`src/rtl/cpu_control_sequencer_if.sv`:
```
// Control bundle between the sequencer (master) and the single-bus datapath/memory (slave).
// Memory handshake: mem_req is held, with every other output stable, until mem_ready
// is high; the access completes on the first rising edge where both are high.
interface cpu_control_sequencer_if;
  logic        run;
  logic [31:0] ir;
  logic        mem_ready;
  logic [23:0] bus_out_sel;
  logic [15:0] reg_in_en;
  logic        y_in;
  logic        z_in;
  logic        hi_in;
  logic        lo_in;
  logic        pc_in;
  logic        ir_in;
  logic        mar_in;
  logic        mdr_in;
  logic        mdr_read;
  logic        mem_req;
  logic        mem_we;
  logic [4:0]  alu_op;
  logic        halted;
  logic        fault;

  modport master (
    input  run, ir, mem_ready,
    output bus_out_sel, reg_in_en, y_in, z_in, hi_in, lo_in, pc_in, ir_in,
           mar_in, mdr_in, mdr_read, mem_req, mem_we, alu_op, halted, fault
  );

  modport slave (
    output run, ir, mem_ready,
    input  bus_out_sel, reg_in_en, y_in, z_in, hi_in, lo_in, pc_in, ir_in,
           mar_in, mdr_in, mdr_read, mem_req, mem_we, alu_op, halted, fault
  );
endinterface

```
`src/rtl/cpu_control_sequencer.sv`:
```
// Multi-cycle fetch/decode/execute sequencer for the single-bus 32-bit datapath.
// Moore outputs decoded from the state register and the IR opcode/register fields.
module cpu_control_sequencer #(
  parameter int ADDR_W      = 32,
  parameter int MEM_TIMEOUT = 255
) (
  input  logic                    clock,
  input  logic                    clear,
  cpu_control_sequencer_if.master bus,
  output logic [3:0]              state_dbg
);
  typedef enum logic [3:0] {
    S_IDLE, S_T0, S_T1, S_T2, S_T3, S_T4, S_T5, S_T6, S_T7, S_HALT, S_FAULT
  } state_t;

  localparam logic [4:0] OP_LD   = 5'b00000;
  localparam logic [4:0] OP_ST   = 5'b00010;
  localparam logic [4:0] OP_ADDI = 5'b01100;
  localparam logic [4:0] OP_MUL  = 5'b01111;
  localparam logic [4:0] OP_NOP  = 5'b11000;
  localparam logic [4:0] OP_HALT = 5'b11001;
  localparam logic [4:0] ALU_ADD = 5'b00011;
  localparam logic [4:0] ALU_INC = 5'b11111;

  localparam int B_HI = 16, B_LO = 17, B_ZH = 18, B_ZL = 19;
  localparam int B_PC = 20, B_MDR = 21, B_C = 23;

  // Address width lives in the datapath; kept here so width changes stay local.
  localparam int unused_addr_w = ADDR_W;

  state_t     state, state_nx;
  logic [7:0] wait_cnt, wait_cnt_nx;
  logic [4:0] op;
  logic [3:0] ra, rb, rc;
  logic       is_rtype, is_imm, is_mem_state;
  logic       unused_ir_low;

  assign op = bus.ir[31:27];
  assign ra = bus.ir[26:23];
  assign rb = bus.ir[22:19];
  assign rc = bus.ir[18:15];
  // Low IR bits hold the immediate, consumed by the datapath rather than here.
  assign unused_ir_low = ^bus.ir[14:0];

  assign is_rtype     = (op >= 5'b00011) && (op <= 5'b01000);
  assign is_imm       = (op == OP_ADDI) || (op == OP_LD) || (op == OP_ST);
  assign is_mem_state = (state == S_T1) ||
                        ((state == S_T6) && (op == OP_LD)) ||
                        ((state == S_T7) && (op == OP_ST));
  assign state_dbg    = state;

  always_ff @(posedge clock or negedge clear) begin
    if (!clear) begin
      state    <= S_IDLE;
      wait_cnt <= '0;
    end else begin
      state    <= state_nx;
      wait_cnt <= wait_cnt_nx;
    end
  end

  always_comb begin
    state_t done_nx;
    done_nx     = bus.run ? S_T0 : S_IDLE;
    state_nx    = state;
    wait_cnt_nx = '0;
    case (state)
      S_IDLE: if (bus.run) state_nx = S_T0;
      S_T0:   state_nx = S_T1;
      S_T1:   state_nx = S_T2;
      S_T2:   state_nx = S_T3;
      S_T3: begin
        if (is_rtype || is_imm || (op == OP_MUL)) state_nx = S_T4;
        else if (op == OP_NOP)                    state_nx = done_nx;
        else if (op == OP_HALT)                   state_nx = S_HALT;
        else                                      state_nx = S_FAULT;
      end
      S_T4:   state_nx = S_T5;
      S_T5:   state_nx = ((op == OP_LD) || (op == OP_ST) || (op == OP_MUL)) ? S_T6 : done_nx;
      S_T6:   state_nx = (op == OP_MUL) ? done_nx : S_T7;
      S_T7:   state_nx = done_nx;
      default: state_nx = state;
    endcase
    // A stalled memory state holds until mem_ready, or faults once the budget is spent.
    if (is_mem_state && !bus.mem_ready) begin
      if (wait_cnt == 8'(MEM_TIMEOUT - 1)) begin
        state_nx = S_FAULT;
      end else begin
        state_nx    = state;
        wait_cnt_nx = wait_cnt + 8'd1;
      end
    end
  end

  always_comb begin
    bus.bus_out_sel = '0;
    bus.reg_in_en   = '0;
    bus.y_in        = 1'b0;
    bus.z_in        = 1'b0;
    bus.hi_in       = 1'b0;
    bus.lo_in       = 1'b0;
    bus.pc_in       = 1'b0;
    bus.ir_in       = 1'b0;
    bus.mar_in      = 1'b0;
    bus.mdr_in      = 1'b0;
    bus.mdr_read    = 1'b0;
    bus.mem_req     = 1'b0;
    bus.mem_we      = 1'b0;
    bus.alu_op      = '0;
    bus.halted      = 1'b0;
    bus.fault       = 1'b0;
    case (state)
      S_T0: begin
        bus.bus_out_sel = 24'd1 << B_PC;
        bus.mar_in      = 1'b1;
        bus.z_in        = 1'b1;
        bus.alu_op      = ALU_INC;
      end
      S_T1: begin
        bus.bus_out_sel = 24'd1 << B_ZL;
        bus.pc_in       = 1'b1;
        bus.mdr_in      = 1'b1;
        bus.mdr_read    = 1'b1;
        bus.mem_req     = 1'b1;
      end
      S_T2: begin
        bus.bus_out_sel = 24'd1 << B_MDR;
        bus.ir_in       = 1'b1;
      end
      S_T3: begin
        if (is_rtype || is_imm) begin
          bus.bus_out_sel = 24'd1 << rb;
          bus.y_in        = 1'b1;
        end else if (op == OP_MUL) begin
          bus.bus_out_sel = 24'd1 << ra;
          bus.y_in        = 1'b1;
        end
      end
      S_T4: begin
        bus.z_in = is_rtype || is_imm || (op == OP_MUL);
        if (is_rtype) begin
          bus.bus_out_sel = 24'd1 << rc;
          bus.alu_op      = op;
        end else if (is_imm) begin
          bus.bus_out_sel = 24'd1 << B_C;
          bus.alu_op      = ALU_ADD;
        end else if (op == OP_MUL) begin
          bus.bus_out_sel = 24'd1 << rb;
          bus.alu_op      = OP_MUL;
        end
      end
      S_T5: begin
        bus.bus_out_sel = 24'd1 << B_ZL;
        if ((op == OP_LD) || (op == OP_ST)) bus.mar_in    = 1'b1;
        else if (op == OP_MUL)              bus.lo_in     = 1'b1;
        else                                bus.reg_in_en = 16'd1 << ra;
      end
      S_T6: begin
        if (op == OP_LD) begin
          bus.mdr_in   = 1'b1;
          bus.mdr_read = 1'b1;
          bus.mem_req  = 1'b1;
        end else if (op == OP_ST) begin
          bus.bus_out_sel = 24'd1 << ra;
          bus.mdr_in      = 1'b1;
        end else begin
          bus.bus_out_sel = 24'd1 << B_ZH;
          bus.hi_in       = 1'b1;
        end
      end
      S_T7: begin
        if (op == OP_LD) begin
          bus.bus_out_sel = 24'd1 << B_MDR;
          bus.reg_in_en   = 16'd1 << ra;
        end else begin
          bus.mem_req = 1'b1;
          bus.mem_we  = 1'b1;
        end
      end
      S_HALT:  bus.halted = 1'b1;
      S_FAULT: bus.fault  = 1'b1;
      default: ;
    endcase
  end
endmodule

```
`src/flat_wrapper.sv`:
```
// flat-port wrapper written by rule: the top's interface ports become plain ports
module cpu_control_sequencer_flat 
#(
  parameter int ADDR_W      = 32,
  parameter int MEM_TIMEOUT = 255
)
  (clock, clear, state_dbg, bus_run, bus_ir, bus_mem_ready, bus_bus_out_sel, bus_reg_in_en, bus_y_in, bus_z_in, bus_hi_in, bus_lo_in, bus_pc_in, bus_ir_in, bus_mar_in, bus_mdr_in, bus_mdr_read, bus_mem_req, bus_mem_we, bus_alu_op, bus_halted, bus_fault);
  cpu_control_sequencer_if bus_i ();
  input  logic clock;
  input  logic clear;
  output logic [3:0] state_dbg;
  input wire logic [$bits(bus_i.run)-1:0] bus_run;
  input wire logic [$bits(bus_i.ir)-1:0] bus_ir;
  input wire logic [$bits(bus_i.mem_ready)-1:0] bus_mem_ready;
  output wire logic [$bits(bus_i.bus_out_sel)-1:0] bus_bus_out_sel;
  output wire logic [$bits(bus_i.reg_in_en)-1:0] bus_reg_in_en;
  output wire logic [$bits(bus_i.y_in)-1:0] bus_y_in;
  output wire logic [$bits(bus_i.z_in)-1:0] bus_z_in;
  output wire logic [$bits(bus_i.hi_in)-1:0] bus_hi_in;
  output wire logic [$bits(bus_i.lo_in)-1:0] bus_lo_in;
  output wire logic [$bits(bus_i.pc_in)-1:0] bus_pc_in;
  output wire logic [$bits(bus_i.ir_in)-1:0] bus_ir_in;
  output wire logic [$bits(bus_i.mar_in)-1:0] bus_mar_in;
  output wire logic [$bits(bus_i.mdr_in)-1:0] bus_mdr_in;
  output wire logic [$bits(bus_i.mdr_read)-1:0] bus_mdr_read;
  output wire logic [$bits(bus_i.mem_req)-1:0] bus_mem_req;
  output wire logic [$bits(bus_i.mem_we)-1:0] bus_mem_we;
  output wire logic [$bits(bus_i.alu_op)-1:0] bus_alu_op;
  output wire logic [$bits(bus_i.halted)-1:0] bus_halted;
  output wire logic [$bits(bus_i.fault)-1:0] bus_fault;
  assign bus_i.run = bus_run;
  assign bus_i.ir = bus_ir;
  assign bus_i.mem_ready = bus_mem_ready;
  assign bus_bus_out_sel = bus_i.bus_out_sel;
  assign bus_reg_in_en = bus_i.reg_in_en;
  assign bus_y_in = bus_i.y_in;
  assign bus_z_in = bus_i.z_in;
  assign bus_hi_in = bus_i.hi_in;
  assign bus_lo_in = bus_i.lo_in;
  assign bus_pc_in = bus_i.pc_in;
  assign bus_ir_in = bus_i.ir_in;
  assign bus_mar_in = bus_i.mar_in;
  assign bus_mdr_in = bus_i.mdr_in;
  assign bus_mdr_read = bus_i.mdr_read;
  assign bus_mem_req = bus_i.mem_req;
  assign bus_mem_we = bus_i.mem_we;
  assign bus_alu_op = bus_i.alu_op;
  assign bus_halted = bus_i.halted;
  assign bus_fault = bus_i.fault;
  cpu_control_sequencer #(.ADDR_W(ADDR_W), .MEM_TIMEOUT(MEM_TIMEOUT)) u_core (.clock(clock), .clear(clear), .bus(bus_i), .state_dbg(state_dbg));
endmodule
```
`config.mk`:
```
export PLATFORM = sky130hd
export DESIGN_NAME = cpu_control_sequencer_flat
export DESIGN_NICKNAME = d
export VERILOG_FILES = /design/src/rtl/cpu_control_sequencer_if.sv /design/src/rtl/cpu_control_sequencer.sv /design/src/flat_wrapper.sv
export SDC_FILE = /design/constraint.sdc
export NUM_CORES = 1
export LEC_CHECK = 0
export CAP_MARGIN = 30
export CORE_MARGIN = 4
export CORE_UTILIZATION = 30
export DETAILED_ROUTE_END_ITERATION = 8
export GPL_TIMING_DRIVEN = 0
export PLACE_DENSITY = 0.63
export SLEW_MARGIN = 20
export SYNTH_ARGS = -nofsm -noshare
export SYNTH_HDL_FRONTEND = slang
export SYNTH_SLANG_ARGS = --single-unit
```
`constraint.sdc`:
```
create_clock -name clock -period 4.59 [get_ports clock]
set_clock_uncertainty 0.15 [all_clocks]
set_input_delay 0.918 -clock clock [delete_from_list [all_inputs] [get_ports clock]]
set_output_delay 0.918 -clock clock [all_outputs]
set_load 0.02 [all_outputs]
```
==> metrics.txt, run 1 <==
status completed; power share of the clock group 9.7%; Max-slew headroom 50.2%; Final Net Count 440; CP max FO 10; crit path DAT 3400 ps; sequential share of power 16.3%; Hold Buf Count CTS 0; most common cell in the netlist nor2_1; Ports between 90 and 100; Sw Share between 40% and 50%; wire per inst 14.9 um; Antenna Nets Post-Route 0; PwrDens 311 mW/mm2; n_diodes 0; Die Footprint around 0.0084 mm2; worst path buffer plus inverter count 4; Setup CP Type primary input to output pin; Hold WC Path Type flip-flop to flip-flop; pre-CTS setup slack roughly 51 ps; max incr delay on CP 630 ps; f_max 224 MHz; largest net degree at the start of global routing 13; cell accounting for the most synthesized area dfrtp_1; DIE WIDTH 91.6 um; total number of vias 2626; leak pwr around 0.0012 uW; Pint roughly 510 uW; NetSw 459 uW; Crit-path slowest cell clkdlybuf4s50_1; Async S/R FF share, synth 100%; Post-synth EDFFs 0; register area share after synthesis 14.3%; Tot GR Track Use 17.3%; vias in the first global route around 2600; crit-path cells clkdlybuf4s50_1, buf_4, nand3_1, a31oi_4, and2b_2, buf_4, o21ai_1, o211ai_1, clkdlybuf4s50_1; first-pass GRT wire length between 10 and 15 mm; port buffer count just under 80; crit end category output pin; final count of pins violating max slew 0; Row Count 30; library cells used by synthesis just under 60; total wire length 7.37 mm; Synth top cells by count 74 x nor2_1, 22 x nand2_1, 17 x nand3_1, 15 x nor3_1, 13 x o211ai_1; startpoint types primary input; CTS tree yes; flops & latches, synth 12; share of Yosys cell area claimed by the top area cell type approximately 14%; worst slew pin tran 740 ps; DRC violations left 0; final worst slack 121 ps; Main synth FF type dfrtp_1; Mapped Cells ~320; Combinational Power Share between 70% and 80%; Die Y just over 90 um; Area growth, synth to finish 48.4%; Clock H-tree levels 1; layout cells sized above 1 11.8%; Final setup viols 0; 1st-iter DRT viols 170; synth warn 0; total chip power 967 uW; 1st-pass router iterations 5; starting density of the core 30.9%; aggregate global routing overflow 0; crit share post-route 97.4%; average size of a mapped cell about 6.6 um2; Final Hold Violating Endpoints 0; Core Box Area 0.00679 mm2; Tmin final 4470 ps; max-capacitance violation count 0; antenna violations before repair 0; DP Wirelength 5.96 mm; CP delay by family, top buffers and inverters; Area contributors post-synth dfrtp_1 14%, nor2_1 13%, o211ai_1 4.7%; Num CTS Buffers 3; Via density 5.29; worst vdd ir around 0.13 mV; Worst-path clk slew 50 ps; CP required 3520 ps; clk sink count 12; area of the mapped netlist 0.00210 mm2; clk buf depth 2; Worst-Skew Late Latency 240 ps; Root Driver clkbuf_8; placer congestion estimate 0.902
power groups by stage:
stage          combinational [uW]  clock [uW]  sequential [uW]
3_3_place_gp                  706           0              159
4_1_cts                       714        98.1              158
3_5_place_dp                  713           0              160
2_1_floorplan                 421           0              173
5_1_grt                       771         104              163
6_report                      716        94.3              157
layout by cell type (no fill, tap or decap), drive strengths merged, types with 2 or more instances in the layout:
master and instances:
a21boi 2, a21o 7, a21oi 8, a22oi 12, a31oi 3, and2 3, and2b 2, and4b 2
buf 18, clkbuf 7, clkdlybuf4s50 73, conb 3, dfrtp 12, dlymetal6s2s 4, ha 2, inv 7
nand2 22, nand2b 10, nand3 17, nand4 7, nor2 75, nor2b 5, nor3 18, nor3b 2
nor4 9, nor4b 5, o211ai 13, o21ai 21, o21bai 3, o32a 2, or2 4, or3 3
xnor2 4, xor2 2
state kept, by name, indices dropped and copies added (netlist names):
| name | count |
|---|---|
| u_core.state_dbg | 4 |
| u_core.wait_cnt | 8 |
final cells by class:
cell class              count  area (um2)
fillers                   717        3680
multi-input cells         279        1710
repair buffers             79         796
flip-flops and latches     12         300
plain buffers              20         121
well taps                  96         120
clock buffers               3        41.3
inverters                   7        26.3
worst reg2reg max path, stage by stage, from the launching register on:
cell and delay (ps):
dfrtp_1 450, nor4b_2 530, and4b_1 350, o21bai_4 130, and2_4 170, o32a_1 180
kinds of logic after synthesis:
kind of cell / share of synthesized area [%]
AOI/OAI and AO/OA: 26.6
xor gates and xnor gates: 2.51
adders and majority gates: 1.19
buffers and inverters: 7.04
DFF: 14.3
muxes: 0.477
other: 0.179
and+or+nand+nor: 47.7
routing by layer:
metal	GRT usage (%)	part of all wire [%]
met5	0	0
met4	4.02	1.4
met3	3.56	7.0
met2	28.0	45
met1	23.3	47
final timing paths:
check	startpoint	end	slack, ps	cells after the start
setup / recovery	bus_ir[28]	bus_bus_out_sel[9]	120	9
hold / removal	u_core.wait_cnt[0]$_DFF_PN0_	u_core.wait_cnt[0]$_DFF_PN0_	350	1
setup reg to reg	u_core.state_dbg[1]$_DFFE_PN0P_	u_core.state_dbg[3]$_DFFE_PN0P_	2510	5
hold reg to reg	u_core.wait_cnt[0]$_DFF_PN0_	u_core.wait_cnt[0]$_DFF_PN0_	350	1
max in group asynchronous	clear	u_core.wait_cnt[1]$_DFF_PN0_	3060	1
min in group asynchronous	clear	u_core.wait_cnt[6]$_DFF_PN0_	880	1
timing repair:
item	CTS	global route
setup endpoints to repair	0	16
setup buffers	0	2
gates resized for setup	0	11
metrics by stage:
stage	instance area, um2	TNS [ps]	utilization (%)	std cells	hold WS (ps)
after floorplan	2100	0	-	318	303
after global placement	3000	0	44.1	491	320
after detailed placement	3000	0	44.1	491	341
after CTS	3040	0	44.7	494	347
after global routing	3110	-16.9	45.8	496	390
final	3110	0	45.8	496	346
Note: power is estimated with default switching activity, not from simulation.
==> inputs of run 2 (changes only) <==
CORE_MARGIN = 5   (was 4)
==> metrics.txt, run 2 (synthesis gave the netlist of run 1 again) <==
WL met3 481 um (-7.3%); Combinational Power Share 74.1% (about the same); starting density of the core 30.9% (unchanged); aggregate global routing overflow 0 (unchanged); max reg flops 8 (unchanged); Largest Register u_core.wait_cnt; Ports 98 (unchanged); Sw Share 47.4% (-0.073 points); Num CTS Buffers 3 (unchanged); max-capacitance violation count 0 (unchanged); wire per inst 15.1 um (+1.7%); 1st-iter DRT viols 155 (-8.8%); total number of vias 2634 (+0.30%); startpoint types primary input; vias in the first global route 2538 (-0.63%); setup tns final 0 ps (unchanged); Clock H-tree levels 1 (unchanged); worst slew pin tran 793 ps (+52.6 ps); RSZ-0062 raised after global routing false; layout cells sized above 1 11.5% (-0.25 points); crit-path cells clkdlybuf4s50_1, buf_2, nor4b_4, a21oi_2, nor4b_4, a22oi_1, o211ai_1, clkdlybuf4s50_1; PwrDens 312 mW/mm2 (+0.33%); NetSw 457 uW (-0.47%); Setup CP Type primary input to output pin; Root Driver clkbuf_8; Area growth, synth to finish 47.4%; crit end category output pin; total wire length 7.50 mm (+1.7%); Max-slew headroom 46.7% (-3.5 points); Final setup viols 0 (unchanged); sequential share of power 16.2% (about the same); Die Footprint 0.00876 mm2 (+4.4%); CP max FO 10 (unchanged); leak pwr 0.00110 uW (-5.0%); antenna violations before repair 0 (unchanged); Worst-Skew Late Latency 240 ps (about the same); Antenna Nets Post-Route 0 (unchanged); Tmin final 4480 ps (+6.86 ps); power share of the clock group 9.7% (about the same); DP Wirelength 5.99 mm (+0.55%); first-pass GRT wire length 12.3 mm (+1.1%); Via density 5.31 (+0.30%); crit share post-route 97.5% (+0.15 points); final count of pins violating max slew 0 (unchanged); Final Net Count 440 (unchanged); Tot GR Track Use 16.8% (-0.47 points); f_max 223 MHz (-0.15%); met2 wire length 3.16 mm (-4.2%); largest net degree at the start of global routing 13 (unchanged); 1st-pass router iterations 4 (-1); Post-Route M1 WL 3.71 mm (+7.8%); CTS tree yes; clk sink count 12 (unchanged); Pint 507 uW (-0.17%); placer congestion estimate 0.891 (-1.3%); Final Hold Violating Endpoints 0 (unchanged); Row Count 30 (unchanged); Crit-path slowest cell clkdlybuf4s50_1; commonest cells after routing, fill and taps aside 76 x clkdlybuf4s50_1, 74 x nor2_1, 22 x nand2_1; status completed; top routing layer in use met4; port buffer count 77 (unchanged); total chip power 964 uW (-0.31%); crit path DAT 3410 ps (about the same); worst vdd ir 0.164 mV (+26%); # fillers 700 (-2.4%); FF-to-FF path depth 5 (unchanged); DRC violations left 0 (unchanged); most common cell after layout, fill and taps aside clkdlybuf4s50_1; Hold WC Path Type flip-flop to flip-flop; Core Box Area 0.00679 mm2 (unchanged); Worst-path clk slew 50 ps (about the same); hold path depth 1 (unchanged); CP required 3520 ps (about the same); DIE WIDTH 93.6 um (+2.2%); n_diodes 0 (unchanged); clk buf depth 2 (unchanged); max incr delay on CP 650 ps (+20 ps); Die Y 93.6 um (+2.2%); Hold Buf Count CTS 0 (unchanged)
## run 2: worst max-delay path: cells and delay by family
kind | cells | cell delay (ps)
simple gates | 2 | 600
buf+inv | 3 | 1440
compound gates | 3 | 430
## run 2: path summary, 6_finish.rpt
check | from | to | slack (ps)
worst max-delay path | bus_ir[29] | bus_bus_out_sel[6] | 110
worst min-delay path | u_core.wait_cnt[0]$_DFF_PN0_ | u_core.wait_cnt[0]$_DFF_PN0_ | 340
worst max register to register | u_core.state_dbg[1]$_DFFE_PN0P_ | u_core.state_dbg[1]$_DFFE_PN0P_ | 2490
worst min register to register | u_core.wait_cnt[0]$_DFF_PN0_ | u_core.wait_cnt[0]$_DFF_PN0_ | 340
max in group asynchronous | clear | u_core.state_dbg[0]$_DFFE_PN0P_ | 3040
min in group asynchronous | clear | u_core.wait_cnt[5]$_DFF_PN0_ | 890
## run 2: through the flow
stage | cell area (um2) | util [%] | setup slack (ps) | cells | hold slack [ps]
after global placement | 3000 | 44.1 | 59.7 | 491 | 329
after detailed placement | 3000 | 44.1 | 53.9 | 491 | 331
final | 3090 | 45.5 | 114 | 496 | 344
after global routing | 3090 | 45.5 | 1.37 | 496 | 365
after floorplan | 2100 | - | 1220 | 318 | 303
after CTS | 3040 | 44.7 | 45.7 | 494 | 338
## run 2: power groups by stage
stage	combinational, uW	clock (uW)	sequential (uW)
floorplan	421	0	173
global placement	707	0	159
detailed placement	709	0	159
CTS	711	97.3	157
global route	770	102	164
finish	714	93.5	157
## run 2: repair_timing
action | 4_1_cts | 5_1_grt
endpoints found under the hold margin | 0 | 0
setup buffers | 0 | 2
resized for setup | 0 | 6
endpoints found under the setup margin | 0 | 16
## run 2: layout make-up
| class | count | area, um2 | area share (%) |
|---|---|---|---|
| buffer | 20 | 121 | 3.93 |
| multi-input combinational | 279 | 1690 | 54.8 |
| inverter | 7 | 26.3 | 0.850 |
| timing repair buffer | 79 | 788 | 25.5 |
| sequential | 12 | 300 | 9.71 |
| tap | 96 | 120 | 3.89 |
| clock buffer | 3 | 41.3 | 1.34 |
## run 2: layer usage
layer  GRT usage (%)  up-vias
li1                -     1325
met1            23.5     1197
met2            26.1       98
met3            3.46       14
met4            4.21        0
met5               0        -
==> inputs of run 3 (changes only) <==
SKIP_CTS_REPAIR_TIMING = 1   (was not set)
SLEW_MARGIN = 40   (was 20)
==> results of run 3 <==
No change in the layout: final DEF, timing and power equal those of run 2.
==> variant: new RTL, settings of run 2 <==
`MEM_TIMEOUT` is set to 255 in 2 places; all go to 127.
--- a/src/rtl/cpu_control_sequencer.sv
+++ b/src/rtl/cpu_control_sequencer.sv
@@ -2,7 +2,7 @@
 // Moore outputs decoded from the state register and the IR opcode/register fields.
 module cpu_control_sequencer #(
   parameter int ADDR_W      = 32,
-  parameter int MEM_TIMEOUT = 255
+  parameter int MEM_TIMEOUT = 127
 ) (
   input  logic                    clock,
   input  logic                    clear,
--- a/src/flat_wrapper.sv
+++ b/src/flat_wrapper.sv
@@ -2,7 +2,7 @@
 module cpu_control_sequencer_flat 
 #(
   parameter int ADDR_W      = 32,
-  parameter int MEM_TIMEOUT = 255
+  parameter int MEM_TIMEOUT = 127
 )
   (clock, clear, state_dbg, bus_run, bus_ir, bus_mem_ready, bus_bus_out_sel, bus_reg_in_en, bus_y_in, bus_z_in, bus_hi_in, bus_lo_in, bus_pc_in, bus_ir_in, bus_mar_in, bus_mdr_in, bus_mdr_read, bus_mem_req, bus_mem_we, bus_alu_op, bus_halted, bus_fault);
   cpu_control_sequencer_if bus_i ();
Function: no difference found for any inputs over 10 cycles, from zero or initial values; that may be too few to reach the edited logic, so the function may still have changed.
==> variant against run 2 <==
Worst setup slack got worse by 0.014 ns; sequential cell count stayed put; fmax shrank 0.31%; final cell count shrank 14%; count of clock-buffer cells in the layout unchanged; cell area is 7.9% lower; global-route usage is essentially flat; die area decreased by 11%; wire length down 9.6%; area after synthesis down 12%.
Power is left out: it rests on default switching activity, and per cell area and clock period it moved more than threefold.
==> variant: results (changes against run 2) <==
## Outcome
- **status** complete, no violations, unchanged

## Place
- **HPWL after DPL** 5500 um, was 5990 um
- **IO Port Bufs** 75, was 77
- **total instance count after detailed placement** 421, was 491
- **final weighted congestion in routability-driven placement** 0.884, was 0.891

## Critical path
- **worst endpoint data arrival time** 3.42 ns, was 3.41 ns
- **R2R setup slack** 2.26 ns, was 2.49 ns
- **endpoint of the worst-slack reg-to-reg timing path** u_core.state_dbg[0]$_DFFE_PN0P_, was u_core.state_dbg[1]$_DFFE_PN0P_

## Logic synthesis
- **fraction of the mapped netlist area in compound gates** 0.259, was 0.266
- **biggest area contributors in the synthesized netlist** sky130_fd_sc_hd__dfrtp_1 16%, sky130_fd_sc_hd__nor2_1 8.6%, sky130_fd_sc_hd__nand2_1 6.9%, was sky130_fd_sc_hd__dfrtp_1 14%, sky130_fd_sc_hd__nor2_1 13%, sky130_fd_sc_hd__o211ai_1 4.7%
- **sequential share of the synthesized area** 0.163, was 0.143
- **parity-gate share of the synthesized area counting xor and xnor cells** 0.0333, was 0.0251
- **proportion of synthesized area in mux cells** 0.00544, was 0.00477
- **synth cell count leaders** 42 x sky130_fd_sc_hd__nor2_1, 34 x sky130_fd_sc_hd__nand2_1, 14 x sky130_fd_sc_hd__nand2b_1, was 74 x sky130_fd_sc_hd__nor2_1, 22 x sky130_fd_sc_hd__nand2_1, 17 x sky130_fd_sc_hd__nand3_1
- **fraction of the mapped netlist area in adder cells** 0.0136, was 0.0119

## Detailed routing
- **average detailed-routed wire length per instance** 16.0 um, was 15.1 um
- **via count** 2292, was 2634
- **Detailed Route Iter0 Violations** 135, was 155
- **final wirelength** 6780 um, was 7500 um

## STA
- **hold_ws** 0.342 ns, was 0.344 ns
- **normalized max-slew margin** 0.627, was 0.467

## Finish
- **post-layout net count** 390, was 440

## GRT
- **number of global-route vias before repair** 2176, was 2538
- **Global Route Usage Sum** 0.167, was 0.168
- **wire length of the first global-routing pass** 10700 um, was 12300 um

==> variant: cell types whose count changed after synthesis, moves of 6 or more <==
cell and delta:
sky130_fd_sc_hd__nand2_1 +12, sky130_fd_sc_hd__o211ai_1 -8, sky130_fd_sc_hd__o21ai_1 -9, sky130_fd_sc_hd__nor4_1 -7, sky130_fd_sc_hd__clkbuf_1 +6, sky130_fd_sc_hd__nor2_1 -32, sky130_fd_sc_hd__a22oi_1 -10
==> variant: routing by layer <==
| layer | global-route usage | share of wire | routed length (um) | up-vias |
|---|---|---|---|---|
| met5 | 0 | 0 | 0 | - |
| met4 | 0.0247 | 0.0059 | 40 | 0 |
| met3 | 0.0270 | 0.088 | 595 | 4 |
| met2 | 0.309 | 0.48 | 3240 | 106 |
| met1 | 0.208 | 0.43 | 2900 | 1052 |
| li1 | - | - | - | 1130 |
==> variant: cell type report <==
type                            count  share of cell area
Sequential cell                    12               0.105
Buffer                             17              0.0325
Inverter                           10              0.0132
Clock buffer                        3              0.0145
Timing Repair Buffer               76               0.275
Tap cell                           75              0.0330
Multi-Input combinational cell    232               0.526
==> variant: cell families after synthesis <==
| group | after synthesis |
|---|---|
| DFF | 12 |
| xor gates and xnor gates | 7 |
| muxes | 1 |
| AOI/OAI and AO/OA | 63 |
| and+or+nand+nor | 156 |
| other | 1 |
| buffers and inverters | 27 |
| adders and majority gates | 2 |
==> variant: worst reg2reg max path: cells and delay by family (launching register included) <==
kind | cells | cell delay (ns)
buffers and inverters | 1 | 0.17
DFF | 1 | 0.37
AOI/OAI and AO/OA | 3 | 0.86
muxes | 1 | 0.19
and+or+nand+nor | 1 | 0.47
==> variant: per-stage QoR <==
stage / utilization / setup WS [ns] / cell area [sq um]
5_1_grt: 0.478 / 0.00685 / 2850
4_1_cts: 0.468 / 0.00417 / 2790
3_3_place_gp: 0.452 / -0.348 / 2690
2_1_floorplan: - / 0.880 / 1850
3_5_place_dp: 0.452 / -0.341 / 2690
6_report: 0.478 / 0.100 / 2850
==> variant: how the worst max path moves through the flow <==
stage                                     end  cells past startpoint  slack (ns)        from
after detailed placement   bus_bus_out_sel[5]                      8       -0.34  bus_ir[28]
after CTS                  bus_bus_out_sel[0]                      8       0.004  bus_ir[29]
final                     bus_bus_out_sel[10]                      8         0.1  bus_ir[27]
after floorplan             bus_reg_in_en[15]                      6        0.88  bus_ir[31]
after global routing      bus_bus_out_sel[10]                      8       0.007  bus_ir[27]
after global placement     bus_bus_out_sel[5]                      8       -0.35  bus_ir[28]
==> variant: what timing repair did <==
action,4_1_cts,5_1_grt
endpoints found under the setup margin,29,28
gates resized for setup,15,19
pin swaps,1,1
setup buffers,1,0
